`src/rtl/cgra_inj_pkg.sv`:
```
// Shared definitions for the CPU-side CGRA packet injector.
// Holds packet/bus widths, the MMIO address map, status register bit
// positions and the packed CGRA packet type.
package cgra_inj_pkg;

   localparam int unsigned PKT_HDR_W  = 27;
   localparam int unsigned MCGR_PAY_W = 158;
   localparam int unsigned PKT_W      = PKT_HDR_W + MCGR_PAY_W;
   localparam int unsigned BUS_W      = 32;
   localparam int unsigned NWORDS     = (PKT_W + BUS_W - 1) / BUS_W;
   // Bits of the packet held in the last staging word.
   localparam int unsigned LAST_W     = PKT_W - (NWORDS - 1) * BUS_W;

   localparam logic [2:0] ADDR_COMMIT = 3'd6;
   localparam logic [2:0] ADDR_STATUS = 3'd7;

   localparam int unsigned ST_FULL_BIT  = 8;
   localparam int unsigned ST_EMPTY_BIT = 9;
   localparam int unsigned ST_OVF_BIT   = 10;
   localparam int unsigned ST_DROP_LSB  = 16;

   typedef struct packed {
      logic [PKT_HDR_W-1:0]  hdr;
      logic [MCGR_PAY_W-1:0] payload;
   } cgra_pkt_t;

endpackage

```
`src/rtl/cgra_pkt_injector_if.sv`:
```
// MMIO bus and CGRA send-port signal bundle for cgra_pkt_injector.
//   bus_wr_en/addr/data : CPU write port
//   bus_rd_en/addr      : CPU read request, bus_rd_data registered reply
//   send_pkt__msg/val   : packet at FIFO head toward the CGRA
//   send_pkt__rdy       : CGRA accepts the packet
// slave  : injector view.  master : CPU + CGRA view.
interface cgra_pkt_injector_if;
   import cgra_inj_pkg::*;

   logic             bus_wr_en;
   logic [2:0]       bus_wr_addr;
   logic [BUS_W-1:0] bus_wr_data;
   logic             bus_rd_en;
   logic [2:0]       bus_rd_addr;
   logic [BUS_W-1:0] bus_rd_data;
   logic [PKT_W-1:0] send_pkt__msg;
   logic             send_pkt__val;
   logic             send_pkt__rdy;

   modport slave (
      input  bus_wr_en, bus_wr_addr, bus_wr_data,
      input  bus_rd_en, bus_rd_addr,
      output bus_rd_data,
      output send_pkt__msg, send_pkt__val,
      input  send_pkt__rdy
   );

   modport master (
      output bus_wr_en, bus_wr_addr, bus_wr_data,
      output bus_rd_en, bus_rd_addr,
      input  bus_rd_data,
      input  send_pkt__msg, send_pkt__val,
      output send_pkt__rdy
   );

endinterface

```
`src/rtl/cgra_inj_fifo.sv`:
```
// DEPTH x W packet FIFO with registered storage and no bypass path.
//   clk, reset       : clock, async active-high reset (clears storage too)
//   push, push_data  : write; caller only pushes when !full or popping
//   pop              : read; caller only pops when !empty
//   head             : entry at the read pointer, straight from storage
//   count/full/empty : occupancy
module cgra_inj_fifo
   import cgra_inj_pkg::*;
#(
   parameter int unsigned DEPTH = 4,
   parameter int unsigned W     = PKT_W
) (
   input  logic                       clk,
   input  logic                       reset,
   input  logic                       push,
   input  logic [W-1:0]               push_data,
   input  logic                       pop,
   output logic [W-1:0]               head,
   output logic [$clog2(DEPTH+1)-1:0] count,
   output logic                       full,
   output logic                       empty
);

   localparam int unsigned AW = $clog2(DEPTH);
   localparam int unsigned CW = $clog2(DEPTH + 1);

   logic [W-1:0]  mem [DEPTH];
   logic [AW-1:0] wr_ptr;
   logic [AW-1:0] rd_ptr;

   // DEPTH is a power of two, so pointers wrap by natural overflow.
   always_ff @(posedge clk or posedge reset) begin
      if (reset) begin
         for (int unsigned i = 0; i < DEPTH; i++) mem[i] <= '0;
         wr_ptr <= '0;
         rd_ptr <= '0;
         count  <= '0;
      end else begin
         if (push) begin
            mem[wr_ptr] <= push_data;
            wr_ptr      <= wr_ptr + 1'b1;
         end
         if (pop) rd_ptr <= rd_ptr + 1'b1;
         case ({push, pop})
            2'b10:   count <= count + 1'b1;
            2'b01:   count <= count - 1'b1;
            default: count <= count;
         endcase
      end
   end

   assign head  = mem[rd_ptr];
   assign full  = (count == CW'(DEPTH));
   assign empty = (count == '0);

endmodule

```
`src/rtl/cgra_pkt_injector.sv`:
```
// CPU-side transmitter for the multi-CGRA recv_from_cpu_pkt port.
// The CPU fills six staging words over MMIO, then commits; each commit
// queues the staged packet in a FIFO that drains over val/rdy.
//   clk, reset : clock, async active-high reset
//   bus        : MMIO write/read port and send_pkt val/rdy port (slave)
// Address map: 0..5 staging words, 6 commit / sent_count,
// 7 status / overflow clear.
module cgra_pkt_injector
   import cgra_inj_pkg::*;
#(
   parameter int unsigned DEPTH = 4
) (
   input  logic                 clk,
   input  logic                 reset,
   cgra_pkt_injector_if.slave   bus
);

   localparam int unsigned CW = $clog2(DEPTH + 1);
   localparam logic [BUS_W-1:0] LAST_MASK = {{(BUS_W-LAST_W){1'b0}}, {LAST_W{1'b1}}};

   logic [BUS_W-1:0] stage_q [NWORDS];
   cgra_pkt_t        stage_pkt;
   logic [CW-1:0]    fifo_count;
   logic             fifo_full;
   logic             fifo_empty;
   logic             pop;
   logic             commit;
   logic             push;
   logic             drop;
   logic             clr;
   logic             overflow;
   logic [15:0]      drop_count;
   logic [31:0]      sent_count;
   logic [BUS_W-1:0] status;
   logic [BUS_W-1:0] rd_word;

   assign stage_pkt = {stage_q[5][LAST_W-1:0], stage_q[4], stage_q[3],
                       stage_q[2], stage_q[1], stage_q[0]};

   assign pop    = bus.send_pkt__val & bus.send_pkt__rdy;
   assign commit = bus.bus_wr_en && (bus.bus_wr_addr == ADDR_COMMIT) && bus.bus_wr_data[0];
   // A full FIFO still accepts a commit when the head leaves on the same edge.
   assign push   = commit && (!fifo_full || pop);
   assign drop   = commit && fifo_full && !pop;
   assign clr    = bus.bus_wr_en && (bus.bus_wr_addr == ADDR_STATUS) && bus.bus_wr_data[ST_OVF_BIT];

   // Staging words; unused upper bits of the last word are stored as 0.
   always_ff @(posedge clk or posedge reset) begin
      if (reset) begin
         for (int unsigned k = 0; k < NWORDS; k++) stage_q[k] <= '0;
      end else if (bus.bus_wr_en && (bus.bus_wr_addr < 3'(NWORDS))) begin
         if (bus.bus_wr_addr == 3'(NWORDS - 1))
            stage_q[bus.bus_wr_addr] <= bus.bus_wr_data & LAST_MASK;
         else
            stage_q[bus.bus_wr_addr] <= bus.bus_wr_data;
      end
   end

   cgra_inj_fifo #(
      .DEPTH (DEPTH),
      .W     (PKT_W)
   ) u_fifo (
      .clk       (clk),
      .reset     (reset),
      .push      (push),
      .push_data (stage_pkt),
      .pop       (pop),
      .head      (bus.send_pkt__msg),
      .count     (fifo_count),
      .full      (fifo_full),
      .empty     (fifo_empty)
   );

   assign bus.send_pkt__val = !fifo_empty;

   always_ff @(posedge clk or posedge reset) begin
      if (reset) begin
         overflow   <= 1'b0;
         drop_count <= '0;
         sent_count <= '0;
      end else begin
         if (drop) begin
            overflow <= 1'b1;
            if (drop_count != '1) drop_count <= drop_count + 1'b1;
         end else if (clr) begin
            overflow   <= 1'b0;
            drop_count <= '0;
         end
         if (pop) sent_count <= sent_count + 1'b1;
      end
   end

   always_comb begin
      status               = '0;
      status[7:0]          = 8'(fifo_count);
      status[ST_FULL_BIT]  = fifo_full;
      status[ST_EMPTY_BIT] = fifo_empty;
      status[ST_OVF_BIT]   = overflow;
      status[31:16]        = drop_count;
   end

   always_comb begin
      rd_word = '0;
      if (bus.bus_rd_addr < 3'(NWORDS))
         rd_word = stage_q[bus.bus_rd_addr];
      else if (bus.bus_rd_addr == ADDR_COMMIT)
         rd_word = sent_count;
      else
         rd_word = status;
   end

   // Registered read: captures pre-edge state, so same-edge writes are unseen.
   always_ff @(posedge clk or posedge reset) begin
      if (reset)              bus.bus_rd_data <= '0;
      else if (bus.bus_rd_en) bus.bus_rd_data <= rd_word;
   end

endmodule
```
`src/flat_wrapper.sv`:
```
// flat-port wrapper written by rule: the top's interface ports become plain ports
module cgra_pkt_injector_flat import cgra_inj_pkg::*;
#(
   parameter int unsigned DEPTH = 4
)
  (clk, reset, bus_bus_wr_en, bus_bus_wr_addr, bus_bus_wr_data, bus_bus_rd_en, bus_bus_rd_addr, bus_bus_rd_data, bus_send_pkt__msg, bus_send_pkt__val, bus_send_pkt__rdy);
  cgra_pkt_injector_if bus_i ();
  input  logic clk;
  input  logic reset;
  input wire logic [$bits(bus_i.bus_wr_en)-1:0] bus_bus_wr_en;
  input wire logic [$bits(bus_i.bus_wr_addr)-1:0] bus_bus_wr_addr;
  input wire logic [$bits(bus_i.bus_wr_data)-1:0] bus_bus_wr_data;
  input wire logic [$bits(bus_i.bus_rd_en)-1:0] bus_bus_rd_en;
  input wire logic [$bits(bus_i.bus_rd_addr)-1:0] bus_bus_rd_addr;
  output wire logic [$bits(bus_i.bus_rd_data)-1:0] bus_bus_rd_data;
  output wire logic [$bits(bus_i.send_pkt__msg)-1:0] bus_send_pkt__msg;
  output wire logic [$bits(bus_i.send_pkt__val)-1:0] bus_send_pkt__val;
  input wire logic [$bits(bus_i.send_pkt__rdy)-1:0] bus_send_pkt__rdy;
  assign bus_i.bus_wr_en = bus_bus_wr_en;
  assign bus_i.bus_wr_addr = bus_bus_wr_addr;
  assign bus_i.bus_wr_data = bus_bus_wr_data;
  assign bus_i.bus_rd_en = bus_bus_rd_en;
  assign bus_i.bus_rd_addr = bus_bus_rd_addr;
  assign bus_bus_rd_data = bus_i.bus_rd_data;
  assign bus_send_pkt__msg = bus_i.send_pkt__msg;
  assign bus_send_pkt__val = bus_i.send_pkt__val;
  assign bus_i.send_pkt__rdy = bus_send_pkt__rdy;
  cgra_pkt_injector #(.DEPTH(DEPTH)) u_core (.clk(clk), .reset(reset), .bus(bus_i));
endmodule
```
`config.mk`:
```
export PLATFORM = sky130hd
export DESIGN_NAME = cgra_pkt_injector_flat
export DESIGN_NICKNAME = d
export VERILOG_FILES = /design/src/rtl/cgra_inj_pkg.sv /design/src/rtl/cgra_pkt_injector_if.sv /design/src/rtl/cgra_inj_fifo.sv /design/src/rtl/cgra_pkt_injector.sv /design/src/flat_wrapper.sv
export SDC_FILE = /design/constraint.sdc
export NUM_CORES = 2
export LEC_CHECK = 0
export BUFFER_PORTS_ARGS = -buffer_cell sky130_fd_sc_hd__buf_2
export CAP_MARGIN = 10
export CORE_MARGIN = 8
export CORE_UTILIZATION = 40
export DETAILED_ROUTE_END_ITERATION = 10
export HOLD_SLACK_MARGIN = 0.05
export PLACE_DENSITY = 0.66
export SLEW_MARGIN = 25
export SYNTH_ARGS = -nofsm -noshare
export SYNTH_HDL_FRONTEND = slang
export SYNTH_SLANG_ARGS = --single-unit
```
`constraint.sdc`:
```
create_clock -name clk -period 40.6 [get_ports clk]
set_input_delay 2.03 -clock clk [delete_from_list [all_inputs] [get_ports clk]]
set_output_delay 2.03 -clock clk [all_outputs]
set_load 0.01 [all_outputs]
```
==> summary.md <==
| Metric | Value |
|---|---|
| Total grt overflow | `0` |
| Yosys cell types | `41` |
| Top cell type by total area after synthesis | `dfrtp_1` |
| Wirelength per Cell | `27.03 um` |
| DR vias/cell | `5.573` |
| Top-count cell post-synth | `dfrtp_1` |
| Worst path cell trace | `buf_6 -> buf_4 -> buf_4 -> mux4_2 -> buf_2` |
| Clk slew on worst S/H paths | `0.06 ns` |
| Max rail drop VDD | `0.03358 mV` |
| Kind of critical path | `reg -> out` |
| Area of placed instances | `0.04714 mm^2` |
| Syn avg cell area | `16.43 um^2` |
| Post-Synthesis Cell Area | `0.04459 mm^2` |
| Initial antenna violation count | `20` |
| Setup TNS | `0 ns` |
| CTS Buf Count | `103` |
| Critical Path End Type | `primary output` |
| DRC Markers | `0` |
| Tcrit/Tclk final | `0.1637` |
| Gate Count Post-Synth | `2714` |
| PwrDens | `66.74 mW/mm^2` |
| Post-Layout Cell Count | `4514` |
| Global-route usage over all layers | `0.1993` |
| Layout cell share with drive strength beyond 1 | `0.3467` |
| Dpl cells | `4325` |
| Largest net degree at the start of global routing | `180` |
| Synth Flop Type | `dfrtp_1` |
| # clock sinks | `1020` |
| Crit Path Max Fanout | `45` |
| DP Worst Slack | `34.20 ns` |
| Skew-Pair Late Insertion Delay | `0.69 ns` |
| Post-DP HPWL | `82.90 mm` |
| IO Port Bufs | `260` |
| Crit path DAT | `4.62 ns` |
| Core area | `0.1107 mm^2` |
| Slew headroom | `0.3069` |
| Vias | `25160` |
| Worst r2r path cells | `6` |
| Drt total wl | `122.0 mm` |
| Final setup margin | `33.95 ns` |
| Synth top area cells | `dfrtp_1, mux2_1, mux4_2` |
| I/O pins | `261` |
| Worst r2r dst | `u_core.u_fifo.mem[621]$_DFFE_PP0P_` |
| Post-synth net total | `2765` |
| Final Util | `0.4580` |
| CTS resizes | `0` |
| Final Skew | `0.03189 ns` |
| Worst hold path class | `reg -> reg` |
| Reg2reg start | `u_core.u_fifo.count[0]$_DFFE_PP0P_` |
| Max cap viols | `0` |
| CTS tree | `done` |
| RSZ-0062 raised after global routing | `false` |
| Crit-path max cell delay | `0.92 ns` |
| Gp weighted congestion | `0.8597` |
| Number of synthesized flops with an enable pin | `0` |
| Die ar. | `0.1224 mm^2` |
| Flop-to-flop setup slack | `36.33 ns` |
| Crit path to | `bus_send_pkt__msg[15]` |
| Slew at the pin with the worst max-slew slack | `1.040 ns` |
| Area added between synthesis and finish | `13.66%` |
| Status | `complete, no violations` |
| Design area | `0.05068 mm^2` |
| Clock Root Buffer | `clkbuf_16` |
| Clock buffer depth | `3` |
| Antenna viol nets, final | `0` |
| Hold buffer count at CTS | `0` |
| CP Launch Type | `flop` |
| CP Launch Point | `u_core.u_fifo.rd_ptr[0]$_DFFE_PP0P_` |
| Vias in the first global route | `25980` |
| Pins Over Slew Limit | `0` |
| Initial Utilization | `0.4029` |
| Vert. Die Dim | `349.9 um` |
| Post-synth top area share | `0.5724` |
| Post-layout min period | `6.645 ns` |
| DRC marker count from the first detailed-route iteration | `1775` |
| Yosys warning count | `0` |
| Hold Violations, Final | `0` |
| Nets | `2994` |
| Detailed Routing Iterations Pass 1 | `5` |
| Row cnt | `122` |
| Fmax | `0.1505 GHz` |
| Ys async rst share | `1.000` |
| Most frequent cells after synthesis | `dfrtp_1, mux2_1, mux2_2` |
| Worst path required time | `38.57 ns` |
| Width of the die | `349.9 um` |
| Final setup viols | `0` |
| H-tree levels | `3` |
| Leak pwr | `24.47 nW` |
| Sequential area share after synthesis | `0.5724` |
| Slowest-stage cell, CP | `dfrtp_4` |
| First-pass GRT wire length | `183.4 mm` |
| Post-CTS Setup Bufs | `0` |
| Yosys reg bits | `1020` |
| Crit path top cell by count | `buf_4` |
-- logic make-up (layout without fill, tap and decap cells) --
kind of cell	after synthesis	count (layout)	synth area share
flip-flops	1020	1020	0.5724
multiplexers	1207	1207	0.3640
XOR/XNOR	37	37	0.007268
adder cells (fa/ha/maj)	8	8	0.002413
buffers and inverters	186	495	0.02365
AND/OR/NAND/NOR	171	171	0.01967
AO/OA/AOI/OAI	85	85	0.01058
other	0	3	0
-- power breakdown --
group | total (mW) | switching [mW] | internal [mW] | leakage, nW
registers | 1.54 | 0.242 | 1.30 | 13.4
logic | 0.865 | 0.413 | 0.453 | 9.28
clock network | 0.977 | 0.399 | 0.577 | 1.75
-- through the flow --
step	hold WS [ns]	total power [mW]
3_5_place_dp	0.4675	2.443
2_1_floorplan	0.4370	2.052
3_3_place_gp	0.4535	2.420
4_1_cts	0.4834	3.425
6_report	0.4832	3.383
5_1_grt	0.4975	3.550
-- metal layers --
metal,global-route usage,vias to the layer above,wire (um)
li1,-,10590,-
met1,0.2926,13810,56530
met2,0.3015,601,55500
met3,0.03438,149,6166
met4,0.06389,4,3774
met5,0,-,27
-- final cells by class --
class	instances	area, um^2
inverter	11	48.80
multi-input combinational	1508	18090
fill	9573	59990
tap	1488	1862
clock buffer	149	3094
sequential	1020	25530
clock inverter	36	401.6
antenna	3	7.507
timing repair buffer	299	1650
-- worst max-delay path, delay by kind of cell (launching register included) --
kind	cells	cell delay, ns
buffers and inverters	4	2.19
DFF	1	0.92
muxes	1	0.64
-- how the worst min path moves through the flow --
stage	start	to	slack, ns	cells past startpoint
after CTS	u_core.sent_count[31]$_DFFE_PP0P_	u_core.sent_count[31]$_DFFE_PP0P_	0.48	1
final	u_core.stage_q[28]$_DFFE_PP0P_	u_core.stage_q[28]$_DFFE_PP0P_	0.48	1
after global placement	u_core.sent_count[31]$_DFFE_PP0P_	u_core.sent_count[31]$_DFFE_PP0P_	0.45	1
after detailed placement	u_core.stage_q[28]$_DFFE_PP0P_	u_core.stage_q[28]$_DFFE_PP0P_	0.47	1
after global routing	u_core.stage_q[29]$_DFFE_PP0P_	u_core.stage_q[29]$_DFFE_PP0P_	0.50	1
after floorplan	u_core.sent_count[31]$_DFFE_PP0P_	u_core.sent_count[31]$_DFFE_PP0P_	0.44	1
-- cells in the final DEF (no fill, tap or decap), types with 10 or more instances in the layout --
cell type | synthesis | routed
clkbuf_8 | 0 | 28
and2_1 | 12 | 12
clkbuf_1 | 42 | 15
nand3_1 | 22 | 22
nand4_1 | 13 | 13
a21oi_1 | 34 | 34
xor2_1 | 15 | 15
mux4_2 | 239 | 239
nor2_1 | 49 | 49
clkbuf_16 | 0 | 106
o21ai_0 | 34 | 34
mux2_2 | 326 | 326
buf_4 | 37 | 34
inv_1 | 11 | 10
clkinv_2 | 0 | 24
xnor2_1 | 22 | 22
mux2_1 | 600 | 600
nand2_1 | 36 | 36
mux2i_1 | 42 | 42
buf_2 | 54 | 258
dfrtp_1 | 1020 | 1018
No activity file was read; power rests on OpenSTA's default activity.
